### src/rtl/shift_arbiter_32_pkg.sv
// Shared types, widths and helpers for the two-requester shift arbiter.
package shift_pkg;

    localparam int SHIFT_W = 32;
    localparam int SHAMT_W = 5;

    // 2'b11 is reserved and executes as a logical right shift.
    typedef enum logic [1:0] {
        OP_SLL = 2'b00,
        OP_SRL = 2'b01,
        OP_SRA = 2'b10,
        OP_RSV = 2'b11
    } shift_op_t;

    // The result buffer holds at most one result.
    typedef enum logic {
        BUF_EMPTY = 1'b0,
        BUF_FULL  = 1'b1
    } buf_state_t;

    // Mirror a word so that a right shifter can perform a left shift.
    function automatic logic [SHIFT_W-1:0] bit_reverse(input logic [SHIFT_W-1:0] v);
        logic [SHIFT_W-1:0] r;
        r = '0;
        for (int i = 0; i < SHIFT_W; i++) begin
            r[i] = v[SHIFT_W-1-i];
        end
        return r;
    endfunction

endpackage

### src/rtl/shift_arbiter_32_if.sv
// Request/response bundle between requesters, consumer and the shift arbiter.
interface shift_arbiter_32_if;
    import shift_pkg::*;

    logic [1:0]         req_valid;
    logic [1:0]         req_ready;
    logic [SHIFT_W-1:0] req_data0;
    logic [SHIFT_W-1:0] req_data1;
    logic [SHAMT_W-1:0] req_amt0;
    logic [SHAMT_W-1:0] req_amt1;
    shift_op_t          req_op0;
    shift_op_t          req_op1;
    logic               resp_valid;
    logic               resp_ready;
    logic               resp_id;
    logic [SHIFT_W-1:0] resp_data;

    // Environment side: drives requests, consumes results.
    modport master (
        output req_valid, req_data0, req_data1, req_amt0, req_amt1, req_op0, req_op1,
        output resp_ready,
        input  req_ready, resp_valid, resp_id, resp_data
    );

    // Arbiter side.
    modport slave (
        input  req_valid, req_data0, req_data1, req_amt0, req_amt1, req_op0, req_op1,
        input  resp_ready,
        output req_ready, resp_valid, resp_id, resp_data
    );

endinterface

### src/rtl/shift_arbiter_32_shifter.sv
// Five-stage logarithmic right shifter with a selectable fill bit.
module barrel_shifter_right_32
    import shift_pkg::*;
(
    input  logic [SHIFT_W-1:0] data_i,
    input  logic [SHAMT_W-1:0] amt_i,
    input  logic               fill_i,
    output logic [SHIFT_W-1:0] data_o
);

    logic [SHIFT_W-1:0] stage_s [SHAMT_W+1];

    assign stage_s[0] = data_i;

    // Stage k shifts by 2**k when amt bit k is set.
    for (genvar k = 0; k < SHAMT_W; k++) begin : g_stage
        localparam int S = 1 << k;
        assign stage_s[k+1] = amt_i[k] ? {{S{fill_i}}, stage_s[k][SHIFT_W-1:S]} : stage_s[k];
    end

    assign data_o = stage_s[SHAMT_W];

endmodule

### src/rtl/shift_arbiter_32.sv
// Two-requester arbiter feeding one shared shifter into a one-entry result buffer.
module shift_arbiter_32
    import shift_pkg::*;
#(
    parameter bit RR_EN = 1'b1
) (
    input  logic                clk,
    input  logic                rst,
    shift_arbiter_32_if.slave   bus
);

    buf_state_t         state_q, state_d;
    logic               prio_q, prio_d;
    logic               resp_id_q, resp_id_d;
    logic [SHIFT_W-1:0] resp_data_q, resp_data_d;

    logic               grant_s;
    logic               can_accept_s;
    logic               accept_s;
    logic [1:0]         req_ready_s;
    logic [SHIFT_W-1:0] sel_data_s;
    logic [SHAMT_W-1:0] sel_amt_s;
    shift_op_t          sel_op_s;
    logic [SHIFT_W-1:0] shin_s;
    logic [SHIFT_W-1:0] shout_s;
    logic               fill_s;
    logic [SHIFT_W-1:0] result_s;

    // Pick the winner, decide acceptance and drive the one-hot ready.
    always_comb begin
        grant_s = 1'b0;
        if (bus.req_valid == 2'b11) begin
            grant_s = RR_EN ? prio_q : 1'b0;
        end else if (bus.req_valid == 2'b10) begin
            grant_s = 1'b1;
        end else begin
            grant_s = 1'b0;
        end
        can_accept_s = (state_q == BUF_EMPTY) | ((state_q == BUF_FULL) & bus.resp_ready);
        // Ready is suppressed while reset is held so nothing is handshaken.
        accept_s     = ~rst & can_accept_s & bus.req_valid[grant_s];
        req_ready_s  = 2'b00;
        if (accept_s) begin
            req_ready_s[grant_s] = 1'b1;
        end else begin
            req_ready_s = 2'b00;
        end
    end

    // Route the winner's operands; SLL runs through the right shifter mirrored.
    always_comb begin
        sel_data_s = grant_s ? bus.req_data1 : bus.req_data0;
        sel_amt_s  = grant_s ? bus.req_amt1  : bus.req_amt0;
        sel_op_s   = grant_s ? bus.req_op1   : bus.req_op0;
        shin_s     = (sel_op_s == OP_SLL) ? bit_reverse(sel_data_s) : sel_data_s;
        fill_s     = (sel_op_s == OP_SRA) & sel_data_s[SHIFT_W-1];
        result_s   = (sel_op_s == OP_SLL) ? bit_reverse(shout_s) : shout_s;
    end

    barrel_shifter_right_32 u_shifter (
        .data_i (shin_s),
        .amt_i  (sel_amt_s),
        .fill_i (fill_s),
        .data_o (shout_s)
    );

    // Buffer FSM next state, captured result and round-robin pointer.
    always_comb begin
        state_d     = state_q;
        prio_d      = prio_q;
        resp_id_d   = resp_id_q;
        resp_data_d = resp_data_q;
        if (accept_s) begin
            prio_d      = ~grant_s;
            resp_id_d   = grant_s;
            resp_data_d = result_s;
        end else begin
            prio_d      = prio_q;
        end
        case (state_q)
            BUF_EMPTY: state_d = accept_s ? BUF_FULL : BUF_EMPTY;
            BUF_FULL:  state_d = (bus.resp_ready & ~accept_s) ? BUF_EMPTY : BUF_FULL;
            default:   state_d = BUF_EMPTY;
        endcase
    end

    // State and result registers with asynchronous reset.
    always_ff @(posedge clk or posedge rst) begin
        if (rst) begin
            state_q     <= BUF_EMPTY;
            prio_q      <= 1'b0;
            resp_id_q   <= 1'b0;
            resp_data_q <= {SHIFT_W{1'b0}};
        end else begin
            state_q     <= state_d;
            prio_q      <= prio_d;
            resp_id_q   <= resp_id_d;
            resp_data_q <= resp_data_d;
        end
    end

    assign bus.req_ready  = req_ready_s;
    assign bus.resp_valid = (state_q == BUF_FULL);
    assign bus.resp_id    = resp_id_q;
    assign bus.resp_data  = resp_data_q;

endmodule

### src/flat_wrapper.sv
// flat-port wrapper written by rule: the top's interface ports become plain ports
module shift_arbiter_32_flat import shift_pkg::*;
#(
    parameter bit RR_EN = 1'b1
)
  (clk, rst, bus_req_valid, bus_req_data0, bus_req_data1, bus_req_amt0, bus_req_amt1, bus_req_op0, bus_req_op1, bus_resp_ready, bus_req_ready, bus_resp_valid, bus_resp_id, bus_resp_data);
  shift_arbiter_32_if bus_i ();
  input  logic clk;
  input  logic rst;
  input wire logic [$bits(bus_i.req_valid)-1:0] bus_req_valid;
  input wire logic [$bits(bus_i.req_data0)-1:0] bus_req_data0;
  input wire logic [$bits(bus_i.req_data1)-1:0] bus_req_data1;
  input wire logic [$bits(bus_i.req_amt0)-1:0] bus_req_amt0;
  input wire logic [$bits(bus_i.req_amt1)-1:0] bus_req_amt1;
  input wire logic [$bits(bus_i.req_op0)-1:0] bus_req_op0;
  input wire logic [$bits(bus_i.req_op1)-1:0] bus_req_op1;
  input wire logic [$bits(bus_i.resp_ready)-1:0] bus_resp_ready;
  output wire logic [$bits(bus_i.req_ready)-1:0] bus_req_ready;
  output wire logic [$bits(bus_i.resp_valid)-1:0] bus_resp_valid;
  output wire logic [$bits(bus_i.resp_id)-1:0] bus_resp_id;
  output wire logic [$bits(bus_i.resp_data)-1:0] bus_resp_data;
  assign bus_i.req_valid = bus_req_valid;
  assign bus_i.req_data0 = bus_req_data0;
  assign bus_i.req_data1 = bus_req_data1;
  assign bus_i.req_amt0 = bus_req_amt0;
  assign bus_i.req_amt1 = bus_req_amt1;
  assign bus_i.req_op0 = bus_req_op0;
  assign bus_i.req_op1 = bus_req_op1;
  assign bus_i.resp_ready = bus_resp_ready;
  assign bus_req_ready = bus_i.req_ready;
  assign bus_resp_valid = bus_i.resp_valid;
  assign bus_resp_id = bus_i.resp_id;
  assign bus_resp_data = bus_i.resp_data;
  shift_arbiter_32 #(.RR_EN(RR_EN)) u_core (.clk(clk), .rst(rst), .bus(bus_i));
endmodule
### config.mk
export PLATFORM = sky130hd
export DESIGN_NAME = shift_arbiter_32_flat
export DESIGN_NICKNAME = d
export VERILOG_FILES = /design/src/rtl/shift_arbiter_32_pkg.sv /design/src/rtl/shift_arbiter_32_if.sv /design/src/rtl/shift_arbiter_32_shifter.sv /design/src/rtl/shift_arbiter_32.sv /design/src/flat_wrapper.sv
export SDC_FILE = /design/constraint.sdc
export NUM_CORES = 1
export LEC_CHECK = 0
export BUFFER_PORTS_ARGS = -buffer_cell sky130_fd_sc_hd__buf_2
export CORE_ASPECT_RATIO = 1.75
export CORE_UTILIZATION = 55
export CTS_CLUSTER_SIZE = 12
export DETAILED_ROUTE_END_ITERATION = 6
export PLACE_DENSITY = 0.88
export REMOVE_ABC_BUFFERS = 1
export SYNTH_ARGS = -nofsm -noshare
export SYNTH_HDL_FRONTEND = slang
export SYNTH_SLANG_ARGS = --single-unit
### constraint.sdc
create_clock -name clk -period 6.25 [get_ports clk]
set_input_delay 0.9375 -clock clk [delete_from_list [all_inputs] [get_ports clk]]
set_output_delay 0.9375 -clock clk [all_outputs]
set_load 0.05 [all_outputs]
==> impl_metrics.yaml <==
cts:
  cts_made_buffers: 5
  cts_sinks: 35
  clk_latency_ps: 290
  cts_hold_buf: 0
  root_buffer: "clkbuf_16"
  post_cts_buffers: 0
  clock_tree.buffer_depth: 2
  cts_tree: "done"
  ctsResizeCount: 0
  cts-htree-levels: 2
  path_clk_slew_ps: 60
worst_setup_path:
  setup.worst_path.class: "in -> reg"
  crit_slowest_cell: "nor2_1"
  required_ps: 6420
  cp.depth: 9
  cp-end-kind: "flip-flop"
  crit_family: "simple AND/OR/NAND/NOR gates"
  reg2reg_depth: 9
  cp_max_fo: 41
  path_cells: "buf_2 -> inv_2 -> nor2_1 -> a21oi_2 -> or3_1 -> a32oi_1 -> mux2_1 -> nand2_1 -> a32o_1"
  start_kind: "input port"
  arrival_ps: 4830
  path_buf_inv: 2
  max_stage_delay_ps: 840
logic_synthesis:
  ys_seq_elements: 35
  synth_cell_type_count: 81
  synth-edff-count: 0
  ys_async_sr_fraction: 1.00
  synth_flop_cell: "dfrtp_1"
  ys_warn_count: 0
  avgSynthCellArea_um2: 8.00
  ys_seq_area_frac: 0.148
  syn_area_um2: 5910
  synthCells: 739
sta:
  slew_headroom: 0.233
  fin_worst_skew_ps: 10.2
  min_period_over_period: 0.745
  setup_viol: 0
  maxSlewViolCount: 0
  rsz0062_at_grt: "false"
  tns_ps: 0
  min_period_ps: 4650
  fmax_mhz: 215
  finalHoldViolations: 0
  worst_pin_slew_ps: 1150
cells_and_area:
  drive_gt1_frac: 0.286
  area_growth_pct: 11.3
  utilization: 0.636
  nets: 885
routing:
  drt_iter0_markers: 941
  via_per_inst: 7.79
  vias: 7255
  wl_per_cell_um: 25.7
  wl_um: 23900
  drt_first_pass_iters: 6
  drc_errors: 0
  ant_nets: 0
floorplan:
  dieArea_um2: 11200
  core_um2: 10400
  die_w_um: 80.4
  start_util: 0.571
  rows: 49
  die_h_um: 139
  io_pins: 119
grt:
  grt_pass1_vias: 6803
  use_met3: 0.132
  use_met1: 0.445
  grt_max_degree: 48
  grt_pass1_wl_um: 36900
  grtUsageTotal: 0.437
  grt_overflow_total: 0
  antenna_found_initial: 1
  globalRoute.busiestLayer: "met2"
  use_met2: 0.698
pwr:
  p_int_w: 0.000771
  p_sw_w: 0.000823
  switching_share: 0.516
  clkPwrFrac: 0.184
  peakVddDrop_mv: 0.266
  power_frac_seq: 0.197
  leakagePower_nw: 2.61
  p_comb_frac: 0.618
  power_density_nw_per_um2: 242
place:
  place_hpwl_um: 17700
  place_congestion: 1.04
  port_buffers: 118
hold_path:
  hold_depth: 1
  hold_class: "reg -> reg"
flow_run:
  cap_violations: 0
run_status:
  status: "completed"
## flip-flops by register name (all words and copies together) (netlist names)
register,cells
u_core.bus.resp_data,32
u_core.bus.resp_valid,1
u_core.prio_q,1
u_core.bus.resp_id,1
## cell families (layout without fill, tap and decap cells)
kind of cell / count (synthesis) / in the layout / share of synthesized area
buffers and inverters: 83 / 147 / 0.0673
muxes: 103 / 103 / 0.224
other: 0 / 1 / 0
DFF: 35 / 35 / 0.148
AOI/OAI and AO/OA: 294 / 294 / 0.358
xor gates and xnor gates: 1 / 1 / 0.00148
and+or+nand+nor: 223 / 223 / 0.201
## cells in the mapped netlist (9+ instances only)
cell type | count | area [um2]
a2111oi_0 | 13 | 114
a211oi_1 | 28 | 210
a21oi_1 | 35 | 175
a221oi_1 | 38 | 333
a22oi_1 | 11 | 82.6
buf_2 | 25 | 125
clkbuf_1 | 35 | 131
dfrtp_1 | 35 | 876
mux2_2 | 21 | 236
mux2i_1 | 57 | 571
mux4_2 | 20 | 450
nand2_1 | 65 | 244
nand3_1 | 18 | 90.1
nor2_1 | 42 | 158
nor3_1 | 19 | 95.1
o211ai_1 | 12 | 90.1
o21ai_0 | 65 | 325
or3b_1 | 9 | 78.8
or3b_2 | 26 | 228
## layer usage
metal,up-vias,part of all wire
met2,612,0.48
met1,3317,0.32
met5,-,0
li1,3109,-
met3,217,0.096
met4,0,0.11
## cell usage in the layout (no fill, tap or decap), types with 5 or more instances in the layout
cell type / Yosys / final
mux4_2: 20 / 20
nor3_1: 19 / 19
mux2_2: 21 / 21
nand2b_1: 5 / 5
o21ai_0: 65 / 65
o21ai_1: 8 / 8
clkbuf_16: 0 / 5
nand3_1: 18 / 18
or3b_1: 9 / 9
a32oi_1: 5 / 5
a2111oi_0: 13 / 13
nor4_1: 7 / 7
buf_4: 8 / 15
inv_1: 5 / 5
nor2_1: 42 / 42
dfrtp_1: 35 / 35
a221oi_1: 38 / 38
o22ai_1: 8 / 8
a31oi_1: 7 / 7
a22oi_1: 11 / 11
a211oi_1: 28 / 28
nand4_1: 6 / 6
a32o_1: 6 / 6
buf_2: 25 / 118
or3b_2: 26 / 26
mux2i_1: 57 / 56
o211ai_1: 12 / 12
and2_1: 6 / 6
a21oi_1: 35 / 35
nand2_1: 65 / 65
## cell type report
type,count,area (um2)
timing repair buffer,133,703
multi-input combinational,621,4650
fill,955,3780
antenna,1,2.50
sequential,35,876
inverter,6,22.5
tap,127,159
clock buffer,5,125
clock inverter,3,43.8
## metrics by stage
step	setup WS, ps	hold WS [ps]	cell area [um2]	cells	power (W)
finish	1600	475	6590	931	0.00159
global route	1380	496	6580	930	0.00166
CTS	1860	476	6580	930	0.00155
detailed placement	1550	462	6410	922	0.00126
global placement	1690	455	6410	922	0.00125
floorplan	1570	473	5540	662	0.000971
## power by group through the flow
| stage | logic (W) | registers [W] | clock network (W) |
|---|---|---|---|
| 4_1_cts | 0.000949 | 0.000315 | 0.000289 |
| 2_1_floorplan | 0.000462 | 0.000509 | 0 |
| 3_5_place_dp | 0.000944 | 0.000318 | 0 |
| 6_report | 0.000986 | 0.000314 | 0.000294 |
| 3_3_place_gp | 0.000938 | 0.000316 | 0 |
| 5_1_grt | 0.00104 | 0.000322 | 0.000299 |
## final timing paths
check | from | to | slack, ps
max in group asynchronous | rst | u_core.bus.resp_data[18]$_DFFE_PP0P_ | 5170
min in group asynchronous | rst | u_core.bus.resp_id$_DFFE_PP0P_ | 740
worst min register to register | u_core.bus.resp_id$_DFFE_PP0P_ | u_core.bus.resp_id$_DFFE_PP0P_ | 470
worst min-delay path | u_core.bus.resp_id$_DFFE_PP0P_ | u_core.bus.resp_id$_DFFE_PP0P_ | 470
worst max register to register | u_core.prio_q$_DFFE_PP0P_ | u_core.bus.resp_data[0]$_DFFE_PP0P_ | 2270
worst max-delay path | bus_req_valid[1] | u_core.bus.resp_data[27]$_DFFE_PP0P_ | 1600
Power figures use the tool's default switching activity.
